<file path="config.mk">
export PLATFORM = sky130hd
export DESIGN_NAME = ram_16x4_bist
export DESIGN_NICKNAME = d
export VERILOG_FILES = /design/src/rtl/ram_16x4_bist.sv
export SDC_FILE = /design/constraint.sdc
export NUM_CORES = 1
export LEC_CHECK = 0
export CORE_MARGIN = 2
export CORE_UTILIZATION = 45
export CTS_CLUSTER_SIZE = 8
export DETAILED_ROUTE_END_ITERATION = 6
export PLACE_DENSITY = 0.73
export SLEW_MARGIN = 20
export SYNTH_ARGS = -nofsm -noshare
export SYNTH_HDL_FRONTEND = slang
export SYNTH_SLANG_ARGS = --single-unit
</file>
<file path="constraint.sdc">
create_clock -name clk -period 1.9 [get_ports clk]
set_input_delay 0.38 -clock clk [delete_from_list [all_inputs] [get_ports clk]]
set_output_delay 0.38 -clock clk [all_outputs]
set_load 0.005 [all_outputs]
</file>
<file path="src/rtl/ram_16x4_bist.sv">
// March-style self-test initiator for the 16x4 register-file RAM: W0/R0 ascending, W1/R1 descending.
// Optional BIST_ERR_COUNT_EN: keep running after mismatches and count them instead of stopping early.
module ram_16x4_bist #(
  parameter int                ADDR_W  = 4,
  parameter int                DATA_W  = 4,
  parameter logic [DATA_W-1:0] PATTERN = 4'b0101
) (
  input  logic              clk,
  input  logic              reset,
  input  logic              start,
  output logic              busy,
  output logic              done,
  output logic              pass,
  output logic [ADDR_W-1:0] fail_addr,
  output logic [DATA_W-1:0] fail_data,
  output logic              mem_we,
  output logic              mem_re,
  output logic [ADDR_W-1:0] mem_addr,
  output logic [DATA_W-1:0] mem_wdata,
  input  logic [DATA_W-1:0] mem_rdata
`ifdef BIST_ERR_COUNT_EN
  ,
  output logic [ADDR_W:0]   err_count
`endif
);

  typedef enum logic [2:0] {
    S_IDLE = 3'd0,
    S_W0   = 3'd1,
    S_R0   = 3'd2,
    S_W1   = 3'd3,
    S_R1   = 3'd4,
    S_DONE = 3'd5
  } state_t;

  localparam logic [ADDR_W-1:0] ADDR_FIRST = {ADDR_W{1'b0}};
  localparam logic [ADDR_W-1:0] ADDR_LAST  = {ADDR_W{1'b1}};
  localparam logic [ADDR_W-1:0] ADDR_ONE   = {{(ADDR_W-1){1'b0}}, 1'b1};
  localparam logic [DATA_W-1:0] DATA_ZERO  = {DATA_W{1'b0}};
`ifdef BIST_ERR_COUNT_EN
  localparam logic [ADDR_W:0]   ERR_ZERO   = {(ADDR_W+1){1'b0}};
  localparam logic [ADDR_W:0]   ERR_ONE    = {{ADDR_W{1'b0}}, 1'b1};
  localparam logic [ADDR_W:0]   ERR_MAX    = {(ADDR_W+1){1'b1}};
`endif

  // Expected read word for the read phase currently being presented.
  function automatic logic [DATA_W-1:0] phase_expect(input state_t st);
    return (st == S_R1) ? ~PATTERN : PATTERN;
  endfunction

  function automatic logic is_read_phase(input state_t st);
    return (st == S_R0) || (st == S_R1);
  endfunction

  state_t            state;
  state_t            state_s;
  logic              start_r;
  logic              failed_r;
  logic              failed_s;
  logic              busy_s;
  logic              done_s;
  logic              pass_s;
  logic [ADDR_W-1:0] fail_addr_s;
  logic [DATA_W-1:0] fail_data_s;
  logic              mem_we_s;
  logic              mem_re_s;
  logic [ADDR_W-1:0] mem_addr_s;
  logic [DATA_W-1:0] mem_wdata_s;
  logic              mismatch_s;
  logic              finish_s;
  logic              finish_pass_s;
`ifdef BIST_ERR_COUNT_EN
  logic [ADDR_W:0]   err_s;
`endif

  // Read data is compared in the cycle its address is on the bus.
  assign mismatch_s = is_read_phase(state) && (mem_rdata != phase_expect(state));

  // Next-state and next-output computation for the march sequencer.
  always_comb begin
    state_s       = state;
    busy_s        = busy;
    done_s        = done;
    pass_s        = pass;
    fail_addr_s   = fail_addr;
    fail_data_s   = fail_data;
    failed_s      = failed_r;
    mem_we_s      = mem_we;
    mem_re_s      = mem_re;
    mem_addr_s    = mem_addr;
    mem_wdata_s   = mem_wdata;
    finish_s      = 1'b0;
    finish_pass_s = 1'b0;
`ifdef BIST_ERR_COUNT_EN
    err_s         = err_count;
`endif

    if (mismatch_s && !failed_r) begin
      failed_s    = 1'b1;
      fail_addr_s = mem_addr;
      fail_data_s = mem_rdata;
    end else begin
      failed_s    = failed_r;
    end

`ifdef BIST_ERR_COUNT_EN
    if (mismatch_s && (err_count != ERR_MAX)) begin
      err_s = err_count + ERR_ONE;
    end else begin
      err_s = err_count;
    end
`endif

    case (state)
      S_IDLE, S_DONE: begin
        if (start_r) begin
          state_s     = S_W0;
          busy_s      = 1'b1;
          done_s      = 1'b0;
          pass_s      = 1'b0;
          fail_addr_s = ADDR_FIRST;
          fail_data_s = DATA_ZERO;
          failed_s    = 1'b0;
          mem_we_s    = 1'b1;
          mem_re_s    = 1'b0;
          mem_addr_s  = ADDR_FIRST;
          mem_wdata_s = PATTERN;
`ifdef BIST_ERR_COUNT_EN
          err_s       = ERR_ZERO;
`endif
        end else begin
          state_s = state;
        end
      end
      S_W0: begin
        if (mem_addr == ADDR_LAST) begin
          state_s     = S_R0;
          mem_we_s    = 1'b0;
          mem_re_s    = 1'b1;
          mem_addr_s  = ADDR_FIRST;
          mem_wdata_s = DATA_ZERO;
        end else begin
          mem_addr_s  = mem_addr + ADDR_ONE;
        end
      end
      S_R0: begin
`ifndef BIST_ERR_COUNT_EN
        if (mismatch_s) begin
          finish_s      = 1'b1;
          finish_pass_s = 1'b0;
        end else
`endif
        if (mem_addr == ADDR_LAST) begin
          state_s     = S_W1;
          mem_we_s    = 1'b1;
          mem_re_s    = 1'b0;
          mem_addr_s  = ADDR_LAST;
          mem_wdata_s = ~PATTERN;
        end else begin
          mem_addr_s  = mem_addr + ADDR_ONE;
        end
      end
      S_W1: begin
        if (mem_addr == ADDR_FIRST) begin
          state_s     = S_R1;
          mem_we_s    = 1'b0;
          mem_re_s    = 1'b1;
          mem_addr_s  = ADDR_LAST;
          mem_wdata_s = DATA_ZERO;
        end else begin
          mem_addr_s  = mem_addr - ADDR_ONE;
        end
      end
      S_R1: begin
`ifndef BIST_ERR_COUNT_EN
        if (mismatch_s) begin
          finish_s      = 1'b1;
          finish_pass_s = 1'b0;
        end else
`endif
        if (mem_addr == ADDR_FIRST) begin
          finish_s      = 1'b1;
`ifdef BIST_ERR_COUNT_EN
          finish_pass_s = (err_s == ERR_ZERO);
`else
          finish_pass_s = 1'b1;
`endif
        end else begin
          mem_addr_s    = mem_addr - ADDR_ONE;
        end
      end
      default: begin
        state_s     = S_IDLE;
        busy_s      = 1'b0;
        done_s      = 1'b0;
        pass_s      = 1'b0;
        mem_we_s    = 1'b0;
        mem_re_s    = 1'b0;
        mem_addr_s  = ADDR_FIRST;
        mem_wdata_s = DATA_ZERO;
      end
    endcase

    if (finish_s) begin
      state_s     = S_DONE;
      busy_s      = 1'b0;
      done_s      = 1'b1;
      pass_s      = finish_pass_s;
      mem_we_s    = 1'b0;
      mem_re_s    = 1'b0;
      mem_addr_s  = ADDR_FIRST;
      mem_wdata_s = DATA_ZERO;
    end else begin
      state_s     = state_s;
    end
  end

  // State and output registers; start is registered so a run begins one edge after it is sampled.
  always_ff @(posedge clk) begin
    if (reset) begin
      state     <= S_IDLE;
      start_r   <= 1'b0;
      failed_r  <= 1'b0;
      busy      <= 1'b0;
      done      <= 1'b0;
      pass      <= 1'b0;
      fail_addr <= ADDR_FIRST;
      fail_data <= DATA_ZERO;
      mem_we    <= 1'b0;
      mem_re    <= 1'b0;
      mem_addr  <= ADDR_FIRST;
      mem_wdata <= DATA_ZERO;
`ifdef BIST_ERR_COUNT_EN
      err_count <= ERR_ZERO;
`endif
    end else begin
      state     <= state_s;
      start_r   <= start;
      failed_r  <= failed_s;
      busy      <= busy_s;
      done      <= done_s;
      pass      <= pass_s;
      fail_addr <= fail_addr_s;
      fail_data <= fail_data_s;
      mem_we    <= mem_we_s;
      mem_re    <= mem_re_s;
      mem_addr  <= mem_addr_s;
      mem_wdata <= mem_wdata_s;
`ifdef BIST_ERR_COUNT_EN
      err_count <= err_s;
`endif
    end
  end

endmodule

</file>
* Word level (Yosys, flattened, before mapping)
Index checks and enable logic that the tools add are counted.
** Word-level totals
- Register bits :: 26
- Bits in latches :: 0
- Memory bits (writable) :: 0
- ROM bits :: 0
- Input port bits :: 7
- Output and inout bits :: 21
- Word-level logic and storage cells :: 103
- Memories :: 0
** Operators by class
- Add/sub/neg operators :: 2
- Multiply operators :: 0
- Divide/modulo/power cells :: 0
- $lt $le $gt $ge :: 0
- Eq/ne operators :: 21
- Shifts and indexed selects :: 0
- Mux-type cells :: 51
- Bitwise operators :: 2
- Reduce and logical (&&, ||, !) cells :: 14
** Operators by type and width (number)
- $mux W4 :: 19
- $pmux W4 S5 :: 2
- $mux W1 :: 18
- $mux W3 :: 6
- $pmux W3 S5 :: 1
- $ne A2 B2 Y1 const B :: 7
- $ne A3 B3 Y1 const B :: 4
- $reduce_and A6 Y1 :: 2
- $pmux W1 S5 :: 2
- $eq A3 B2 Y1 const B :: 2
- $eq A3 B3 Y1 const B :: 2
- $pmux W1 S2 :: 3
- $add A4 B1 Y4 const B :: 1
- $eq A4 B4 Y1 const B :: 1
- $logic_not A4 Y1 :: 1
- $ne A2 B1 Y1 const B :: 2
- $ne A4 B4 Y1 :: 1
- $reduce_and A2 Y1 :: 2
- $reduce_and A4 Y1 :: 1
- $reduce_or A2 Y1 :: 2
- $reduce_or A4 Y1 :: 1
- $sub A4 B1 Y4 const B :: 1
- $eq A3 B1 Y1 const B :: 1
- $logic_not A3 Y1 :: 1
- 5 further kinds :: 7

* Depth between registers and ports, before layout
Gate-level depths: netlist of the first run.
- Depth after elaboration :: 8
- Mapped depth :: 7
- Mapped depth without buffers :: 6

* Worst setup path after synthesis of the first run
Ideal clock, no wire load.
- Kind :: register to register
- Start :: reg mem_addr[0]
- End :: reg mem_wdata[1]
- Arrival time :: 1.729 ns
- Required time :: 1.782 ns
- Path slack :: 0.053 ns
- Stages on the path, launching flop included :: 8
- Path buffers :: 1
- Clock period less this slack :: 1.847 ns
- Path through :: dfxtp_1 buf_2 inv_1 ha_1 and4bb_2 or2_0 o221a_2 o2111a_1
** Between the ends
- Cells in the longest elaborated chain, start to end :: 5
- Elaborated cells between the ends (all ways) :: 10
- Those cells by class :: eq/ne: 4; mux: 3; reduce/logical: 3
** Ends and longest elaborated chain
- start, declared :: RTL line 18 : output logic [ADDR_W-1:0] mem_addr,
- start signal, assigned :: RTL line 247 : mem_addr <= mem_addr_s;
- $logic_not A4 Y1 :: RTL line 164, 181
- $mux W1 :: RTL line 181 : if (mem_addr == ADDR_FIRST) begin
- $mux W1 :: RTL line 176 : if (mismatch_s) begin
- $pmux W1 S2 :: RTL line 114 : case (state)
- $reduce_or A2 Y1 (no source line)
- end signal, assigned :: RTL line 248 : mem_wdata <= mem_wdata_s;
- end, declared :: RTL line 19 : output logic [DATA_W-1:0] mem_wdata,
Parallel ways exist; a longest one is shown, timed or not.
A chain may end at the register's enable or synchronous reset.

* Final worst setup path of the first run
- Start :: reg mem_addr[2]
- End :: out mem_addr[2]
No word-level cell between the ends.

==> results of run 1 <==
## worst min-delay path by stage
| stage | from | end | slack, ns | cells after the start |
|---|---|---|---|---|
| 6_report | fail_data[3] | fail_data[3] | 0.49 | 2 |
| 5_1_grt | done | done | 0.51 | 2 |
| 4_1_cts | fail_data[3] | fail_data[3] | 0.49 | 2 |
| 3_5_place_dp | fail_data[3] | fail_data[3] | 0.47 | 2 |
| 3_3_place_gp | done | done | 0.46 | 2 |
| 2_1_floorplan | reset | done | 0.44 | 1 |
## cell families after synthesis
logic type | share of synthesized area (%)
xor+xnor | 1.740
compound gates | 30.61
flops | 33.39
simple gates | 24.70
fa+ha+maj | 2.521
buf+inv | 7.042
## sequential cells by signal (all words and copies together), names as in the netlist, 2 cells and up
register and count:
fail_data 4, mem_addr 4, mem_wdata 2, state 3, fail_addr 4
## synth_stat cells (2+ instances only)
library cell  number
nor3b_1            2
a211o_1            2
nand4_1            3
nor2b_1            4
nor2_1             6
o2111a_1           2
o32ai_1            2
buf_4              2
and2_1             2
a41oi_1            2
inv_1              5
a21oi_1           19
or2_0              2
nor3_1             5
o21ai_0           13
o311a_1            2
and4bb_2           3
dfxtp_1           24
a31oi_1            2
nand2b_1           5
nand3_1           12
o211ai_1           2
nand2_1            6
ha_1               2
buf_2              9
## stage by stage
stage	utilization, %	TNS, ns	setup slack, ns	instance area, sq um
floorplan	-	0	0.05318	1439
global placement	59.02	-1.510	-0.1302	1802
detailed placement	59.02	-2.730	-0.2091	1802
CTS	60.78	0	0.06308	1856
global route	60.90	0	0.01931	1859
finish	60.90	0	0.1032	1859
## critical path, stage by stage, from the launching register on
cell	delay, ns
dfxtp_2	0.42
buf_4	0.17
clkdlybuf4s50_1	0.50
## power breakdown
group	internal, mW	switching (mW)	total (mW)
registers	0.627	0.146	0.773
clock network	0.214	0.167	0.380
logic	0.699	0.716	1.42
## per-layer routing
layer	up-vias	global-route usage [%]	routed length, um
met5	-	0	0
met4	0	8.075	50
met3	7	3.198	182
met2	61	36.02	1849
met1	684	30.46	1736
li1	705	-	-
## timing repair
action,CTS,global route
endpoints found under the setup margin,1,12
setup buffers,0,0
gates cloned,0,0
gates resized for setup,1,4
## layout make-up
type | instances | share of cell area [%]
clock inverters | 1 | 1.615
multi-input cells | 125 | 46.10
flip-flops and latches | 24 | 26.11
repair buffers | 42 | 20.59
clock buffers | 3 | 1.211
inverters | 7 | 1.413
well taps | 44 | 2.961
## cell usage in the layout (no fill, tap or decap), types with 4 or more instances in the layout
cell / synthesis / routed
dfxtp_2: 0 / 4
o21ai_0: 13 / 13
clkdlybuf4s50_1: 0 / 27
nor2_1: 6 / 6
nand3_1: 12 / 12
a21oi_1: 19 / 19
buf_4: 2 / 15
nor3_1: 5 / 5
nand2b_1: 5 / 5
inv_1: 5 / 5
nor2b_1: 4 / 4
dfxtp_1: 24 / 20
nand2_1: 6 / 6
==> key figures, run 1 <==
Detailed routing
  – Routed Antenna Nets: 0
  – Vias per std cell: 5.923
  – Vias: 1457
  – WL per Instance: 15.52 um
  – Number of remaining DRC errors: 0
  – Initial DRC count: 73
  – Final wirelength: 3818 um
  – Drt pass-1 iters: 6

Logic synthesis
  – Dominant synthesized flop cell: dfxtp_1
  – Yosys synthesis warning count: 0
  – Post-synth cell types: 56
  – #FFs+latches synth: 24
  – Post-synthesis net count: 178
  – Syn Area/Cell: 8.514 sq um
  – Area leader, netlist: dfxtp_1
  – Share of synthesized registers carrying an async set or reset: 0%
  – Mapped Area: 0.001439 sq mm
  – Mapped Cells: 169
  – Post-synth top area share: 33.39%
  – Number of synthesized flops with an enable pin: 0
  – Leading post-synthesis cells by cell area: dfxtp_1 33%, a21oi_1 6.6%, o21ai_0 4.5%, nand3_1 4.2%, buf_2 3.1%
  – Sequential fraction of the synthesis area: 33.39%

Cells and area
  – Area of the multi-input gates: 857.1 sq um
  – Antenna cells: 0
  – Fin nets: 212
  – Area growth, synth to finish: 29.22%
  – Storage element area: 485.5 sq um
  – Layout fillers: 271
  – Finished Layout Cells: 246
  – Share of cells above drive strength 1: 18.32%

Timing
  – Fin. max-slew vios: 0
  – Slew HR: 70.93%
  – Max Fclk: 556.6 MHz
  – Final setup fails: 0
  – Final Critical Period: 1.797 ns
  – Worst Tran Pin Value: 0.4351 ns
  – Skew final: 0.01052 ns
  – Hold WS: 0.4918 ns
  – RSZ-0062 raised after global routing: false
  – Fin. Hold Viols: 0
  – Final Cycle Share: 94.57%

Floorplan
  – Die area: 0.003666 sq mm
  – Core area: 0.003053 sq mm
  – Io pins: 28
  – Chip height: 60.55 um
  – Initial core utilization: 47.13%
  – Row count: 20
  – Die Wd: 60.55 um

GRT
  – First-pass GRT wire length: 6161 um
  – Overall routing resource usage: 22.29%
  – Vias in the first global route: 1332
  – Initial antenna violation count: 0
  – Overflow after GRT: 0
  – Largest net degree at the start of global routing: 15

Power and ir drop
  – PD cells: 1382 mW/mm^2
  – Max rail drop VDD: 0.8249 mV
  – LEAKAGE: 0.6597 nW
  – Overall power: 2.569 mW

Placement
  – Post-Place Cells: 242
  – HPWL Detailed: 2841 um
  – Routability cong.: 0.8947
  – # port buffers: 27

Setup path
  – WP data required: 1.52 ns
  – Worst Setup Start Kind: flip-flop
  – CP Capture Point: mem_addr[2]
  – Worst Setup Path Type: reg2out
  – Worst R2R Setup Slack: 0.11 ns
  – Critical R2R Launch: mem_addr[0]
  – CP max FO: 9
  – CP Data Arrival Time: 1.42 ns
  – CP Launch Point: mem_addr[2]
  – Crit end category: primary output
  – R2R cell count: 6
  – R2R Path End: mem_wdata[1]

Clock tree
  – Clock sinks: 24
  – Worst skew pair latency: 0.33 ns
  – Max H-tree Level: 1
  – Deepest clock path buffer count: 2
  – Hold buffer count at CTS: 0
  – Clk slew on worst S/H paths: 0.14 ns
  – Total CTS buffers: 3
  – Clock Tree Root: clkbuf_4
  – TritonCTS clock tree: built

Run
  – Max-Cap Viols: 0

Run status
  – Outcome: completed

Worst hold path
  – Worst Hold Class: reg2reg
Note: power is estimated with default switching activity, not from simulation.
==> inputs of run 2 (changes only) <==
--- a/config.mk
+++ b/config.mk
@@ -5,11 +5,13 @@
 export SDC_FILE = /design/constraint.sdc
 export NUM_CORES = 1
 export LEC_CHECK = 0
+export CAP_MARGIN = 20
 export CORE_MARGIN = 2
 export CORE_UTILIZATION = 45
+export CTS_CLUSTER_DIAMETER = 60
 export CTS_CLUSTER_SIZE = 8
 export DETAILED_ROUTE_END_ITERATION = 6
-export PLACE_DENSITY = 0.73
+export PLACE_DENSITY = 0.7
 export SLEW_MARGIN = 20
 export SYNTH_ARGS = -nofsm -noshare
 export SYNTH_HDL_FRONTEND = slang
==> constraint.sdc (replaced) <==
create_clock -name clk -period 2.05 [get_ports clk]
set_input_delay 0.41 -clock clk [delete_from_list [all_inputs] [get_ports clk]]
set_output_delay 0.41 -clock clk [all_outputs]
set_load 0.005 [all_outputs]
==> run 2 against run 1 <==
Hold slack worse by 0.0047 ns; sequential share of layout area is 0.25 points higher; utilization is 1.2 points lower; clock power is 32% lower; non-clock buffer count is 2 lower; power is 11% lower; routed wire length is 3.3% lower; critical path type unchanged; clock skew is 0.0055 ns lower; flip-flop and latch count stayed put; via count is 1.9% lower; global-route usage is 0.35 points higher; combinational power is 8% lower; largest power group unchanged.
==> key figures, run 2 (synthesis results as in run 1) <==
Clock tree
  – Clock sinks: 24 (unchanged)
  – Post-CTS setup buffer count: 0 (unchanged)
  – Deepest clock path buffer count: 2 (unchanged)
  – Max H-tree Level: 1 (unchanged)
  – Hold buffer count at CTS: 0 (unchanged)
  – CTS resizes: 0 (was 1)
  – Clk slew on worst S/H paths: 0.14 ns (about the same)
  – TritonCTS clock tree: built (unchanged)
  – Total CTS buffers: 3 (unchanged)
  – Worst skew pair latency: 0.32 ns (was 0.33 ns)
  – Clock Tree Root: clkbuf_4 (unchanged)

Timing
  – Skew final: 0.005020 ns (was 0.01052 ns)
  – Slew HR: 64.58% (was 70.93%)
  – Fin. Hold Viols: 0 (unchanged)
  – Fin Setup TNS: 0 ns (unchanged)
  – Final Cycle Share: 95.10%
  – Max Fclk: 512.9 MHz
  – Hold WS: 0.4870 ns (was 0.4918 ns)
  – Final setup margin: 0.1004 ns (was 0.1032 ns)
  – RSZ-0062 raised after global routing: false (unchanged)
  – Worst Tran Pin Value: 0.5306 ns (was 0.4351 ns)
  – Final Critical Period: 1.950 ns
  – Final setup fails: 0 (unchanged)
  – Fin. max-slew vios: 0 (unchanged)

Run status
  – Outcome: completed (unchanged)

Cells and area
  – Antenna cells: 0 (unchanged)
  – Fin nets: 210 (was 212)
  – Largest regs: fail_addr: 4 flops, fail_data: 4 flops, mem_addr: 4 flops (unchanged)
  – Most common cell after layout, fill and taps aside: clkdlybuf4s50_1 (unchanged)
  – Area growth, synth to finish: 26.70% (was 29.22%)
  – Share of cells above drive strength 1: 15.50% (was 18.32%)
  – Finished Layout Cells: 244 (was 246)
  – Most frequent cells in the layout: 27 x clkdlybuf4s50_1, 24 x dfxtp_1, 19 x a21oi_1, 13 x o21ai_0, 13 x buf_4 (was 27 x clkdlybuf4s50_1, 20 x dfxtp_1, 19 x a21oi_1, 15 x buf_4, 13 x o21ai_0)

Detailed routing
  – Vias per std cell: 5.857 (was 5.923)
  – Initial DRC count: 109 (was 73)
  – Vias: 1429 (was 1457)
  – Routed Antenna Nets: 0 (unchanged)
  – Drt pass-1 iters: 5 (was 6)
  – Number of remaining DRC errors: 0 (unchanged)
  – Final wirelength: 3693 um (was 3818 um)
  – WL per Instance: 15.14 um (was 15.52 um)

Setup path
  – Worst Setup Start Kind: flip-flop (unchanged)
  – R2R cell count: 4 (was 6)
  – CP max FO: 15 (was 9)
  – Worst R2R Setup Slack: 0.15 ns (was 0.11 ns)
  – Worst path slowest cell: dfxtp_1 (was clkdlybuf4s50_1)
  – WP data required: 1.64 ns (was 1.52 ns)
  – CP peak stage delay: 0.62 ns (was 0.50 ns)
  – CP top delay family: flip-flops (was buffers and inverters)
  – CP Data Arrival Time: 1.54 ns (was 1.42 ns)
  – Number of cells on the critical path: 1 (was 2)
  – Buf/Inv on CP: 1 (was 2)
  – Critical R2R Launch: state[0] (was mem_addr[0])
  – Worst Setup Path Type: reg2out (unchanged)
  – Crit end category: primary output (unchanged)
  – Worst path cell trace: clkdlybuf4s50_1 (was buf_4, clkdlybuf4s50_1)
  – R2R Path End: fail_data[0] (was mem_wdata[1])

Placement
  – Post-Place Cells: 240 (was 242)
  – HPWL Detailed: 2784 um (was 2841 um)
  – # port buffers: 27 (unchanged)
  – Routability cong.: 0.8552 (was 0.8947)
  – Setup WS pre-CTS: -0.03033 ns (was -0.2091 ns)

Floorplan
  – Chip height: 60.55 um (unchanged)
  – Io pins: 28 (unchanged)
  – Core area: 0.003053 sq mm (unchanged)
  – Row count: 20 (unchanged)
  – Die Wd: 60.55 um (unchanged)
  – Initial core utilization: 47.13% (unchanged)
  – Die area: 0.003666 sq mm (unchanged)

Worst hold path
  – Hold_sp: fail_addr[0] (was fail_data[3])
  – Hold Path Stages: 2 (unchanged)
  – Worst Hold Class: reg2reg (unchanged)
  – Hold Path Sink: fail_addr[0] (was fail_data[3])

GRT
  – Overall routing resource usage: 22.64% (was 22.29%)
  – Vias in the first global route: 1345 (was 1332)
  – Initial antenna violation count: 0 (unchanged)
  – Overflow after GRT: 0 (unchanged)
  – First-pass GRT wire length: 6244 um (was 6161 um)
  – Largest net degree at the start of global routing: 16 (was 15)

Power and ir drop
  – LEAKAGE: 0.6389 nW (was 0.6597 nW)
  – Max rail drop VDD: 0.7922 mV (was 0.8249 mV)
  – Overall power: 2.276 mW (was 2.569 mW)
  – PD cells: 1249 mW/mm^2 (was 1382 mW/mm^2)

Run
  – Max-Cap Viols: 0 (unchanged)
==> run 2: cell types whose count changed in the layout (fill, tap and decap cells not counted), sizes merged <==
cell and delta:
buf -2, bufinv -1, clkbuf +1
==> run 2: worst register-to-register path, stage by stage (launching register included) <==
cell,delay [ns]
dfxtp_1,0.68
xor2_2,0.19
nor3b_1,0.37
or2_0,0.45
a21oi_1,0.09
==> run 2: stage by stage <==
step / cell area (sq um) / util [%]
2_1_floorplan: 1439 / -
4_1_cts: 1823 / 59.71
6_report: 1823 / 59.71
5_1_grt: 1823 / 59.71
3_3_place_gp: 1787 / 58.52
3_5_place_dp: 1787 / 58.52
==> run 2: power breakdown <==
group / internal (mW) / switching (mW)
logic: 0.646 / 0.652
registers: 0.574 / 0.147
clock network: 0.109 / 0.149
==> run 2: how the worst max path moves through the flow <==
stage	from	end
floorplan	mem_addr[0]	mem_wdata[1]
CTS	mem_addr[2]	mem_addr[2]
detailed placement	mem_rdata[1]	state[1]
global route	mem_addr[2]	mem_addr[2]
finish	mem_addr[2]	mem_addr[2]
global placement	mem_rdata[1]	state[1]
==> run 2: layout make-up <==
cell class / instances / area (sq um)
flip-flops and latches: 24 / 480.5
inverters: 7 / 26.28
fillers: 308 / 1230
clock buffers: 4 / 36.28
well taps: 44 / 55.05
repair buffers: 40 / 367.9
multi-input cells: 125 / 857.1
==> run 2: layer usage <==
layer	vias to the layer above	wire, um	global-route usage [%]	part of all wire [%]
li1	701	-	-	-
met1	673	1674	30.88	45
met2	47	1731	34.32	47
met3	8	194	3.625	5.3
met4	0	93	12.42	2.5
met5	-	0	0	0
